**config.mk**
```make
export PLATFORM = sky130hd
export DESIGN_NAME = alu_arbiter
export DESIGN_NICKNAME = d
export VERILOG_FILES = /design/src/rtl/alu_arb_pkg.sv /design/src/rtl/alu_div_seq.sv /design/src/rtl/alu_arbiter.sv
export SDC_FILE = /design/constraint.sdc
export NUM_CORES = 1
export LEC_CHECK = 0
export BUFFER_PORTS_ARGS = -buffer_cell sky130_fd_sc_hd__buf_2
export CAP_MARGIN = 20
export CORE_MARGIN = 8
export CORE_UTILIZATION = 35
export CTS_BUF_LIST = sky130_fd_sc_hd__clkbuf_2 sky130_fd_sc_hd__clkbuf_4 sky130_fd_sc_hd__clkbuf_8
export DETAILED_ROUTE_END_ITERATION = 8
export SKIP_LAST_GASP = 1
export SYNTH_ARGS = -nofsm -noshare
export SYNTH_HDL_FRONTEND = slang
export SYNTH_SLANG_ARGS = --single-unit
export TNS_END_PERCENT = 50
```
**constraint.sdc**
```tcl
create_clock -name clk -period 3.07 [get_ports clk]
set_input_delay 0 -clock clk [delete_from_list [all_inputs] [get_ports clk]]
set_output_delay 0 -clock clk [all_outputs]
set_load 0.02 [all_outputs]
```
**src/rtl/alu_arb_pkg.sv**
```systemverilog
// Shared types for the two-requester ALU arbiter.
// Opcode and FSM state encodings plus the default datapath width.
package alu_arb_pkg;

    localparam int DEF_WIDTH = 4;

    typedef enum logic [1:0] {
        OP_ADD = 2'b00,
        OP_SUB = 2'b01,
        OP_MUL = 2'b10,
        OP_DIV = 2'b11
    } op_e;

    typedef enum logic [1:0] {
        ST_IDLE = 2'b00,
        ST_EXEC = 2'b01,
        ST_RESP = 2'b10
    } state_e;

endpackage

```
**src/rtl/alu_div_seq.sv**
```systemverilog
// Restoring divider, one quotient bit per cycle, WIDTH cycles per divide.
// The first step runs on the start edge, so o_done rises WIDTH-1 cycles later.
module alu_div_seq
    import alu_arb_pkg::*;
#(
    parameter int WIDTH = DEF_WIDTH
) (
    input  logic             clk,
    input  logic             rst_n,
    input  logic             i_start,
    input  logic [WIDTH-1:0] i_a,
    input  logic [WIDTH-1:0] i_b,
    output logic             o_done,
    output logic [WIDTH-1:0] o_q
);

    localparam int CW = (WIDTH > 1) ? $clog2(WIDTH) : 1;

    logic [WIDTH-1:0] r_rem;
    logic [WIDTH-1:0] r_quo;
    logic [WIDTH-1:0] r_b;
    logic [CW-1:0]    r_cnt;
    logic             r_busy;

    logic [WIDTH-1:0] w_rem_src;
    logic [WIDTH-1:0] w_quo_src;
    logic [WIDTH-1:0] w_b_src;
    logic [WIDTH:0]   w_shift;
    logic [WIDTH:0]   w_diff;
    logic             w_ge;
    logic [WIDTH-1:0] w_rem_nx;
    logic [WIDTH-1:0] w_quo_nx;

    assign w_rem_src = i_start ? '0  : r_rem;
    assign w_quo_src = i_start ? i_a : r_quo;
    assign w_b_src   = i_start ? i_b : r_b;

    // Shift in the next dividend bit; keep the difference only if non-negative.
    assign w_shift  = {w_rem_src, w_quo_src[WIDTH-1]};
    assign w_diff   = w_shift - {1'b0, w_b_src};
    assign w_ge     = ~w_diff[WIDTH];
    assign w_rem_nx = w_ge ? w_diff[WIDTH-1:0] : w_shift[WIDTH-1:0];
    assign w_quo_nx = (w_quo_src << 1) | WIDTH'(w_ge);

    always_ff @(posedge clk or negedge rst_n) begin
        if (!rst_n) begin
            r_rem  <= '0;
            r_quo  <= '0;
            r_b    <= '0;
            r_cnt  <= '0;
            r_busy <= 1'b0;
        end else if (i_start) begin
            r_rem  <= w_rem_nx;
            r_quo  <= w_quo_nx;
            r_b    <= i_b;
            r_cnt  <= CW'(WIDTH - 1);
            r_busy <= 1'b1;
        end else if (r_busy) begin
            if (r_cnt == '0) begin
                r_busy <= 1'b0;
            end else begin
                r_rem <= w_rem_nx;
                r_quo <= w_quo_nx;
                r_cnt <= r_cnt - 1'b1;
            end
        end
    end

    assign o_done = r_busy && (r_cnt == '0);
    assign o_q    = r_quo;

endmodule

```
**src/rtl/alu_arbiter.sv**
```systemverilog
// Round-robin arbiter sharing one ALU between two valid/ready requesters.
// Define ALU_ARB_DIV_EN to build the iterative divider; otherwise div is illegal.
module alu_arbiter
    import alu_arb_pkg::*;
#(
    parameter int WIDTH = DEF_WIDTH
) (
    input  logic             clk,
    input  logic             rst_n,
    input  logic             req0_valid,
    output logic             req0_ready,
    input  logic [WIDTH-1:0] req0_a,
    input  logic [WIDTH-1:0] req0_b,
    input  logic [1:0]       req0_sel,
    input  logic             req1_valid,
    output logic             req1_ready,
    input  logic [WIDTH-1:0] req1_a,
    input  logic [WIDTH-1:0] req1_b,
    input  logic [1:0]       req1_sel,
    output logic             rsp_valid,
    input  logic             rsp_ready,
    output logic             rsp_id,
    output logic [WIDTH-1:0] rsp_result,
    output logic             rsp_flag,
    output logic             busy
);

    state_e           r_state;
    state_e           w_next;
    logic             r_last;
    logic             r_id;
    logic [WIDTH-1:0] r_a;
    logic [WIDTH-1:0] r_b;
    op_e              r_sel;
    logic [WIDTH-1:0] r_result;
    logic             r_flag;

    logic             w_gnt0;
    logic             w_gnt1;
    logic             w_acc;
    logic             w_gid;
    logic [WIDTH-1:0] w_a_in;
    logic [WIDTH-1:0] w_b_in;
    logic [1:0]       w_sel_in;

    logic [WIDTH:0]   w_sum;
    logic [2*WIDTH-1:0] w_prod;
    logic [WIDTH-1:0] w_res;
    logic             w_flag;
    logic             w_exec_done;

    // On contention the requester that did not win last time is served.
    assign w_gnt0 = req0_valid && (!req1_valid || r_last);
    assign w_gnt1 = req1_valid && (!req0_valid || !r_last);

    assign req0_ready = (r_state == ST_IDLE) && w_gnt0;
    assign req1_ready = (r_state == ST_IDLE) && w_gnt1;

    assign w_acc    = req0_ready || req1_ready;
    assign w_gid    = req1_ready;
    assign w_a_in   = w_gid ? req1_a   : req0_a;
    assign w_b_in   = w_gid ? req1_b   : req0_b;
    assign w_sel_in = w_gid ? req1_sel : req0_sel;

    assign w_sum  = {1'b0, r_a} + {1'b0, r_b};
    assign w_prod = {{WIDTH{1'b0}}, r_a} * {{WIDTH{1'b0}}, r_b};

`ifdef ALU_ARB_DIV_EN
    logic             w_div_start;
    logic             w_div_done;
    logic [WIDTH-1:0] w_div_q;

    // Launched on the accept edge so the quotient is ready after WIDTH EXEC cycles.
    assign w_div_start = w_acc && (w_sel_in == 2'b11) && (w_b_in != '0);

    alu_div_seq #(
        .WIDTH   (WIDTH)
    ) u_div (
        .clk     (clk),
        .rst_n   (rst_n),
        .i_start (w_div_start),
        .i_a     (w_a_in),
        .i_b     (w_b_in),
        .o_done  (w_div_done),
        .o_q     (w_div_q)
    );
`endif

    always_comb begin
        w_res       = '0;
        w_flag      = 1'b0;
        w_exec_done = 1'b1;
        unique case (r_sel)
            OP_ADD: begin
                w_res  = w_sum[WIDTH-1:0];
                w_flag = w_sum[WIDTH];
            end
            OP_SUB: begin
                w_res  = r_a - r_b;
                w_flag = (r_a < r_b);
            end
            OP_MUL: begin
                w_res  = w_prod[WIDTH-1:0];
                w_flag = |w_prod[2*WIDTH-1:WIDTH];
            end
            OP_DIV: begin
`ifdef ALU_ARB_DIV_EN
                if (r_b == '0) begin
                    w_res  = '1;
                    w_flag = 1'b1;
                end else begin
                    w_res       = w_div_q;
                    w_exec_done = w_div_done;
                end
`else
                w_flag = 1'b1;
`endif
            end
            default: begin
                w_res  = '0;
                w_flag = 1'b0;
            end
        endcase
    end

    always_comb begin
        w_next = r_state;
        unique case (r_state)
            ST_IDLE: if (w_acc)       w_next = ST_EXEC;
            ST_EXEC: if (w_exec_done) w_next = ST_RESP;
            ST_RESP: if (rsp_ready)   w_next = ST_IDLE;
            default:                  w_next = ST_IDLE;
        endcase
    end

    always_ff @(posedge clk or negedge rst_n) begin
        if (!rst_n) begin
            r_state  <= ST_IDLE;
            r_last   <= 1'b1;
            r_id     <= 1'b0;
            r_a      <= '0;
            r_b      <= '0;
            r_sel    <= OP_ADD;
            r_result <= '0;
            r_flag   <= 1'b0;
        end else begin
            r_state <= w_next;
            if (w_acc) begin
                r_last <= w_gid;
                r_id   <= w_gid;
                r_a    <= w_a_in;
                r_b    <= w_b_in;
                r_sel  <= op_e'(w_sel_in);
            end
            if ((r_state == ST_EXEC) && w_exec_done) begin
                r_result <= w_res;
                r_flag   <= w_flag;
            end
        end
    end

    assign rsp_valid  = (r_state == ST_RESP);
    assign busy       = (r_state != ST_IDLE);
    assign rsp_id     = r_id;
    assign rsp_result = r_result;
    assign rsp_flag   = r_flag;

endmodule
```
==> impl_metrics.json, run 1 <==
{
  "register_area_sq_um": 476.7,
  "crit_end": "rsp_flag$_DFFE_PN0N_",
  "power_leakage_uw": 0.001032,
  "cts_tree": "done",
  "grt_usage_pct": 10.51,
  "grt_pass1_wl_mm": 6.244,
  "dr.pass1.iters": 4,
  "crit_cells": 9,
  "async_flop_share_pct": 100.0,
  "final_layout_size_suffix_gt1_share_pct": 20.35,
  "path_class": "reg2reg",
  "final_common_cell": "nand2_1",
  "skew_ns": 0.001716,
  "layout_common_cells": "nand2_1 (37), buf_2 (34), ha_1 (20), nor2_1 (19), dfrtp_1 (18)",
  "design_area_sq_um": 1974,
  "setup_viol": 0,
  "period_needed_ns": 2.716,
  "cap_violations": 0,
  "grt_pass1_vias": 1394,
  "rsz0062_at_grt": "no",
  "n_antenna_cell": 0,
  "powerDensity_nw_per_um2": 1172,
  "path_cells": "nand2_1, fa_1, inv_1, fa_1, ha_1, a21o_1, a21oi_1, a21oi_1, o221a_2",
  "drt-initial-drc-count": 44,
  "postLayoutCoreUtil_pct": 45.34,
  "num_vias": 1334,
  "reg2reg_depth": 9,
  "arrival_ns": 2.87,
  "setup_tns_ns": 0,
  "h-tree-depth": 1,
  "fp.dieW_um": 83.04,
  "synth_nets": 234,
  "min_path_type": "in2reg",
  "placed_area_sq_um": 1768,
  "crit_path_start": "r_b[3]$_DFFE_PN0P_",
  "crit_required_ns": 3.22,
  "num_io_pins": 35,
  "antenna_found_initial": 0,
  "drt_wl_total_mm": 3.457,
  "drc_errors": 0,
  "gp_congestion": 0.8563,
  "initial_core_util_pct": 36.12,
  "multi_input_area_sq_um": 980.9,
  "cp_slowest_stage_delay_ns": 0.53,
  "cts_root_buffer": "clkbuf_8",
  "r2r_start": "r_b[3]$_DFFE_PN0P_",
  "clockBufferDepth": 2,
  "grt_overflow": 0,
  "vias_per_cell": 4.714,
  "seq_area_frac_synth_pct": 30.31,
  "cts.sinks": 19,
  "vdd.ir_drop.worst_v": 0.0005234,
  "end_kind": "register",
  "pre_cts_ws_ns": 0.3261,
  "die_area_sq_um": 6895,
  "synth_enable_flop_cells": 0,
  "status": "completed",
  "dp_hpwl_mm": 2.747,
  "cts_setup_buffers": 0,
  "avgRoutedWirePerCell_um": 12.22,
  "r2r_end": "rsp_flag$_DFFE_PN0N_",
  "synth_area_sq_um": 1573,
  "grt_max_degree": 25,
  "clk_pin_slew_worst_paths_ns": 0.07,
  "synth_cell_type_count": 35,
  "ff2ff_setup_slack_ns": 0.35,
  "synthFlopType": "dfrtp_1",
  "die_h_um": 83.04,
  "setup_ws_ns": 0.3543,
  "cp-start-kind": "register",
  "ant_nets": 0,
  "synth-seq-cells": 19,
  "syn2layout_area_growth_pct": 25.54,
  "fmax_mhz": 368.2,
  "ys_warn_count": 0,
  "cts_buffers": 3,
  "hold_viol_final": 0,
  "worstMarginPinSlew_ns": 0.4378,
  "row_count": 24,
  "syn_inst": 183,
  "cpLargestDelayFamily": "adder cells",
  "clkLatencyLatePin_ns": 0.26,
  "path_max_fanout": 6,
  "final.period_utilization_pct": 88.46,
  "fillers": 433,
  "slew_viol_final": 0,
  "nNetsFinal": 283,
  "relSlewSlack_pct": 70.78,
  "core_sq_um": 4354,
  "synth.avg_cell_area_sq_um": 8.594,
  "slowest_stage": "fa_1",
  "port_buffers": 34,
  "worst-path-buf-inv": 1
}
[worst min-delay path by stage]
stage                 from                    to  slack [ns]  cells after the start
3_5_place_dp         rst_n    rsp_id$_DFFE_PN0P_       -0.03                      1
5_1_grt          req1_a[1]    r_a[1]$_DFFE_PN0P_       0.005                      3
3_3_place_gp         rst_n    rsp_id$_DFFE_PN0P_       -0.04                      1
2_1_floorplan        rst_n    r_a[0]$_DFFE_PN0P_       -0.30                      0
6_report       req1_sel[1]  r_sel[1]$_DFFE_PN0P_       0.003                      3
4_1_cts          req1_a[2]    r_a[2]$_DFFE_PN0P_     0.00003                      3
[power breakdown]
| group | leakage (uW) | switching, uW | internal, uW |
|---|---|---|---|
| registers | 0.000225 | 149 | 379 |
| logic | 0.000782 | 861 | 746 |
| clock network | 0.0000255 | 88.8 | 90.5 |
[tightest hold or removal path: stages]
cell     delay (ns)
buf_2          0.09
nor2_1         0.09
a31oi_1        0.04
[what timing repair did]
action / in CTS / in global routing
endpoints found under the hold margin: 30 / 0
hold buffers: 16 / 0
resized for setup: 0 / 0
[per-layer routing]
metal / up-vias / wire (um) / GRT usage (%)
met5: - / 0 / 0
met4: 0 / 42 / 3.355
met3: 5 / 161 / 3.223
met2: 30 / 1526 / 16.83
met1: 594 / 1727 / 13.04
li1: 705 / - / -
[layout make-up]
cell class,instances,share of cell area (%)
multi-input combinational,139,49.68
sequential,19,24.14
timing repair buffer,51,17.11
inverter,18,3.422
tap,52,3.295
clock buffer,3,2.091
clock inverter,1,0.2535
[sequential cells by signal, summed over array words and instances (netlist names)]
name	flops
r_last	1
r_state	2
r_sel	2
rsp_result	4
rsp_flag	1
rsp_id	1
r_b	4
r_a	4
[synth_stat cells, types with 2 or more instances]
| cell type | instances | share of area, % |
|---|---|---|
| fa_1 | 6 | 7.6 |
| nor2_1 | 19 | 4.5 |
| buf_2 | 5 | 1.6 |
| a21oi_1 | 7 | 2.2 |
| a31oi_1 | 10 | 4.0 |
| dfrtp_1 | 18 | 29 |
| xnor2_1 | 2 | 1.1 |
| o21ai_0 | 5 | 1.6 |
| mux2i_1 | 3 | 1.9 |
| and2_1 | 5 | 2.0 |
| nand2b_1 | 3 | 1.2 |
| ha_1 | 20 | 16 |
| inv_1 | 17 | 4.1 |
| nor2b_1 | 3 | 1.2 |
| o21ai_1 | 3 | 0.95 |
| buf_6 | 2 | 1.4 |
| nand2_1 | 37 | 8.8 |
[metrics by stage]
step	std cells	hold slack, ns	power (uW)
5_1_grt	283	0.005009	2626
3_5_place_dp	263	-0.03308	2095
6_report	283	0.003271	2314
4_1_cts	283	0.00002895	2350
2_1_floorplan	183	-0.2956	1759
3_3_place_gp	263	-0.03660	2085
[cell families after synthesis]
logic type / after synthesis / synth area share (%)
and+or+nand+nor: 75 / 22.43
AOI/OAI and AO/OA: 33 / 13.37
adders and majority gates: 26 / 23.55
buffers and inverters: 25 / 7.318
DFF: 19 / 30.31
muxes: 3 / 1.909
xor gates and xnor gates: 2 / 1.114
No activity file was read; power rests on OpenSTA's default activity.
==> run 2: changes to the inputs <==
==> constraint.sdc (replaced) <==
create_clock -name clk -period 3.07 [get_ports clk]
set_input_delay 0.4605 -clock clk [delete_from_list [all_inputs] [get_ports clk]]
set_output_delay 0.4605 -clock clk [all_outputs]
set_load 0.02 [all_outputs]
==> run 2 against run 1 <==
Cell count decreased by 5.7%. Via count decreased by 4.6%. Power decreased by 2.9%. Global-route usage decreased by 0.57 points. Design area decreased by 8.1%. Largest power group unchanged. Count of clock-buffer cells in the layout unchanged.
==> impl_metrics.json, run 2 (synthesized netlist as in run 1, its figures left out) <==
{
  "relSlewSlack_pct": 71.08,
  "setup_ws_ns": 0.3524,
  "grt_pass1_vias": 1302,
  "ctsHoldBuffers": 0,
  "clockBufferDepth": 2,
  "fp.dieW_um": 83.04,
  "row_count": 24,
  "grt_max_degree": 25,
  "h-tree-depth": 1,
  "cts_tree": "done",
  "ant_nets": 0,
  "cts.sinks": 19,
  "slew_viol_final": 0,
  "dp_hpwl_mm": 2.747,
  "clkLatencyLatePin_ns": 0.26,
  "min_path_type": "in2async",
  "ctsResizeCount": 0,
  "core_sq_um": 4354,
  "port_buffers": 34,
  "vdd.ir_drop.worst_v": 0.0005162,
  "hold_viol_final": 0,
  "pre_cts_ws_ns": 0.3261,
  "cts_root_buffer": "clkbuf_8",
  "num_io_pins": 35,
  "skew_ns": 0.001413,
  "cp-start-kind": "register",
  "initial_core_util_pct": 36.12,
  "status": "completed",
  "fmax_mhz": 368.0,
  "fillers": 453,
  "final_common_cell": "nand2_1",
  "cts_setup_buffers": 0,
  "setup_tns_ns": 0,
  "syn2layout_area_growth_pct": 15.35,
  "end_kind": "register",
  "n_antenna_cell": 0,
  "grt_usage_pct": 9.945,
  "drt-initial-drc-count": 55,
  "cts_buffers": 3,
  "clk_pin_slew_worst_paths_ns": 0.07,
  "die_h_um": 83.04,
  "grt_overflow": 0,
  "gp_congestion": 0.8563,
  "postLayoutCoreUtil_pct": 41.67,
  "antenna_found_initial": 0,
  "vias_per_cell": 4.764,
  "nNetsFinal": 267,
  "final.period_utilization_pct": 88.52,
  "powerDensity_nw_per_um2": 1238,
  "path_max_fanout": 6,
  "design_area_sq_um": 1814,
  "avgRoutedWirePerCell_um": 12.41,
  "final_layout_size_suffix_gt1_share_pct": 21.86,
  "worstMarginPinSlew_ns": 0.4333,
  "setup_viol": 0,
  "period_needed_ns": 2.718,
  "grt_pass1_wl_mm": 5.913,
  "dr.pass1.iters": 4,
  "crit_required_ns": 3.22,
  "layout_common_cells": "nand2_1 (37), buf_2 (34), ha_1 (20), nor2_1 (19), dfrtp_1 (18)",
  "drt_wl_total_mm": 3.313,
  "rsz0062_at_grt": "no",
  "cap_violations": 0,
  "drc_errors": 0,
  "placed_area_sq_um": 1768,
  "die_area_sq_um": 6895,
  "num_vias": 1272,
  "path_class": "reg2reg",
  "arrival_ns": 2.87,
  "power_leakage_uw": 0.0009654,
  "design_power_total_uw": 2246
}
## run 2: where the power goes
group          switching [uW]  internal [uW]  total, uW
sequential                148            379        527
combinational             850            691       1540
clock                    87.8           90.4        178
## run 2: worst max-delay path, cell delays in order (launching register included)
cell and delay (ns):
dfrtp_1 0.43, nand2_1 0.10, fa_1 0.54, inv_1 0.05, fa_1 0.52, ha_1 0.31, a21o_1 0.15, a21oi_1 0.18
a21oi_1 0.09, o221a_2 0.24
## run 2: worst paths after layout
kind | startpoint | to | slack, ns | depth (start not counted)
hold / removal | rst_n | rsp_id$_DFFE_PN0P_ | 0.13 | 1
setup reg to reg | r_b[3]$_DFFE_PN0P_ | rsp_flag$_DFFE_PN0N_ | 0.35 | 9
max in group asynchronous | rst_n | r_last$_DFFE_PN1P_ | 2.61 | 1
hold reg to reg | r_last$_DFFE_PN1P_ | r_last$_DFFE_PN1P_ | 0.47 | 2
setup / recovery | r_b[3]$_DFFE_PN0P_ | rsp_flag$_DFFE_PN0N_ | 0.35 | 9
min in group clk | rsp_ready | r_state[1]$_DFFE_PN0P_ | 0.39 | 2
## run 2: routing by layer
metal	vias up	part of all wire, %	track usage [%]
met2	34	43	15.06
met5	-	0	0
met1	560	52	13.04
li1	673	-	-
met3	5	4.3	2.930
met4	0	1.3	3.355
## run 2: cell type report
cell class,count,area [sq um],area share (%)
Clock buffer,3,41.29,2.276
Clock inverter,1,5.005,0.2759
Inverter,18,67.56,3.724
Multi-Input combinational cell,139,980.9,54.07
Sequential cell,19,476.7,26.28
Tap cell,52,65.06,3.586
Timing Repair Buffer,35,177.7,9.793
## run 2: metrics by stage
step | cells | hold WS (ns)
2_1_floorplan | 183 | 0.1649
3_3_place_gp | 263 | 0.4239
3_5_place_dp | 263 | 0.4274
4_1_cts | 267 | 0.1389
5_1_grt | 267 | 0.1579
6_report | 267 | 0.1291
==> run 3: changes to the inputs <==
--- a/config.mk
+++ b/config.mk
@@ -11,6 +11,7 @@
 export CORE_UTILIZATION = 35
 export CTS_BUF_LIST = sky130_fd_sc_hd__clkbuf_2 sky130_fd_sc_hd__clkbuf_4 sky130_fd_sc_hd__clkbuf_8
 export DETAILED_ROUTE_END_ITERATION = 8
+export MAX_ROUTING_LAYER = met4
 export SKIP_LAST_GASP = 1
 export SYNTH_ARGS = -nofsm -noshare
 export SYNTH_HDL_FRONTEND = slang
==> run 3 against run 2 <==
Design area unchanged. Non-clock buffer count unchanged. First-iteration DRC count up 3.6%. Critical endpoint unchanged.
==> impl_metrics.json, run 3 (synthesized netlist as in run 1, its figures left out) <==
{
  "cts.sinks": 19,
  "dp_hpwl_mm": 2.747,
  "reg2reg_depth": 9,
  "slew_viol_final": 0,
  "gp_congestion": 0.8699,
  "clk_pin_slew_worst_paths_ns": 0.07,
  "drt_wl_total_mm": 3.324,
  "power.share.sequential_pct": 23.5,
  "cts_tree": "done",
  "vdd.ir_drop.worst_v": 0.0005186,
  "drt-initial-drc-count": 57,
  "grt_overflow": 0,
  "antenna_found_initial": 0,
  "ff2ff_setup_slack_ns": 0.36,
  "final.period_utilization_pct": 88.42,
  "initial_core_util_pct": 36.12,
  "path_class": "reg2reg",
  "ctsHoldBuffers": 0,
  "fmax_mhz": 368.4,
  "clkLatencyLatePin_ns": 0.26,
  "ctsResizeCount": 0,
  "skew_ns": 0.001111,
  "grt_pass1_wl_mm": 5.906,
  "period_needed_ns": 2.714,
  "cp-start-kind": "register",
  "port_buffers": 34,
  "cts_root_buffer": "clkbuf_8",
  "grt_usage_pct": 10.22,
  "grt_max_degree": 25,
  "fin_cells": 267,
  "die_area_sq_um": 6895,
  "p_comb_share_pct": 68.6,
  "fp.dieW_um": 83.04,
  "power_leakage_uw": 0.0009654,
  "switching_share_pct": 48.37,
  "r2r_start": "r_b[3]$_DFFE_PN0P_",
  "n_antenna_cell": 0,
  "layout_common_cells": "nand2_1 (37), buf_2 (34), ha_1 (20), nor2_1 (19), dfrtp_1 (18)",
  "ant_nets": 0,
  "internal_power_uw": 1160,
  "setup_tns_ns": 0,
  "path_max_fanout": 6,
  "grt_pass1_vias": 1300,
  "min_path_type": "in2async",
  "h-tree-depth": 1,
  "num_vias": 1270,
  "final_common_cell": "nand2_1",
  "p_switching_uw": 1087,
  "core_sq_um": 4354,
  "dr.pass1.iters": 4,
  "r2r_end": "rsp_flag$_DFFE_PN0N_",
  "syn2layout_area_growth_pct": 15.35,
  "cap_violations": 0,
  "nNetsFinal": 267,
  "status": "completed",
  "relSlewSlack_pct": 71.02,
  "cts_buffers": 3,
  "die_h_um": 83.04,
  "arrival_ns": 2.87,
  "rsz0062_at_grt": "no",
  "num_io_pins": 35,
  "hold_viol_final": 0,
  "postLayoutCoreUtil_pct": 41.67,
  "setup_viol": 0,
  "p_clk_share_pct": 7.9,
  "vias_per_cell": 4.757,
  "crit_required_ns": 3.22,
  "placed_cells": 263,
  "clockBufferDepth": 2,
  "final_layout_size_suffix_gt1_share_pct": 21.86,
  "row_count": 24,
  "powerDensity_nw_per_um2": 1238,
  "end_kind": "register",
  "worstMarginPinSlew_ns": 0.4341,
  "cts_setup_buffers": 0,
  "avgRoutedWirePerCell_um": 12.45,
  "drc_errors": 0
}
[run 3: area by class of cell]
| type | count | area [sq um] |
|---|---|---|
| clock buffer | 3 | 41.29 |
| fill | 453 | 2540 |
| timing repair buffer | 35 | 177.7 |
| sequential | 19 | 476.7 |
| multi-input combinational | 139 | 980.9 |
| clock inverter | 1 | 5.005 |
| inverter | 18 | 67.56 |
| tap | 52 | 65.06 |
[run 3: power groups by stage]
stage	logic (uW)	registers, uW	clock network [uW]
global route	1800	555	198
floorplan	1230	525	0
global placement	1560	530	0
detailed placement	1560	536	0
finish	1540	527	178
CTS	1570	531	188
[run 3: critical path, stage by stage (launching register included)]
cell and delay, ns:
dfrtp_1 0.42, nand2_1 0.10, fa_1 0.54, inv_1 0.05
fa_1 0.52, ha_1 0.31, a21o_1 0.15, a21oi_1 0.18
a21oi_1 0.09, o221a_2 0.24
[run 3: worst max-delay path by stage]
stage,startpoint,end,slack [ns]
6_report,r_b[3]$_DFFE_PN0P_,rsp_flag$_DFFE_PN0N_,0.36
5_1_grt,r_b[3]$_DFFE_PN0P_,rsp_flag$_DFFE_PN0N_,0.16
4_1_cts,r_b[3]$_DFFE_PN0P_,rsp_flag$_DFFE_PN0N_,0.34
3_5_place_dp,r_b[3]$_DFFE_PN0P_,rsp_flag$_DFFE_PN0N_,0.33
3_3_place_gp,r_b[3]$_DFFE_PN0P_,rsp_flag$_DFFE_PN0N_,0.40
2_1_floorplan,r_a[1]$_DFFE_PN0P_,rsp_flag$_DFFE_PN0N_,0.38
[run 3: per-layer routing]
metal | wire length [um] | part of all wire, % | track usage (%)
met5 | 0 | 0 | -
met4 | 43 | 1.3 | 3.355
met3 | 102 | 3.1 | 2.344
met2 | 1417 | 43 | 15.06
met1 | 1761 | 53 | 13.38
[run 3: metrics by stage]
stage | total power, uW | hold slack, ns | cell area [sq um] | setup WS (ns)
floorplan | 1759 | 0.1649 | 1573 | 0.3776
global placement | 2085 | 0.4239 | 1768 | 0.3992
detailed placement | 2095 | 0.4274 | 1768 | 0.3261
CTS | 2286 | 0.1389 | 1814 | 0.3390
global route | 2555 | 0.1579 | 1814 | 0.1619
finish | 2246 | 0.1273 | 1814 | 0.3555
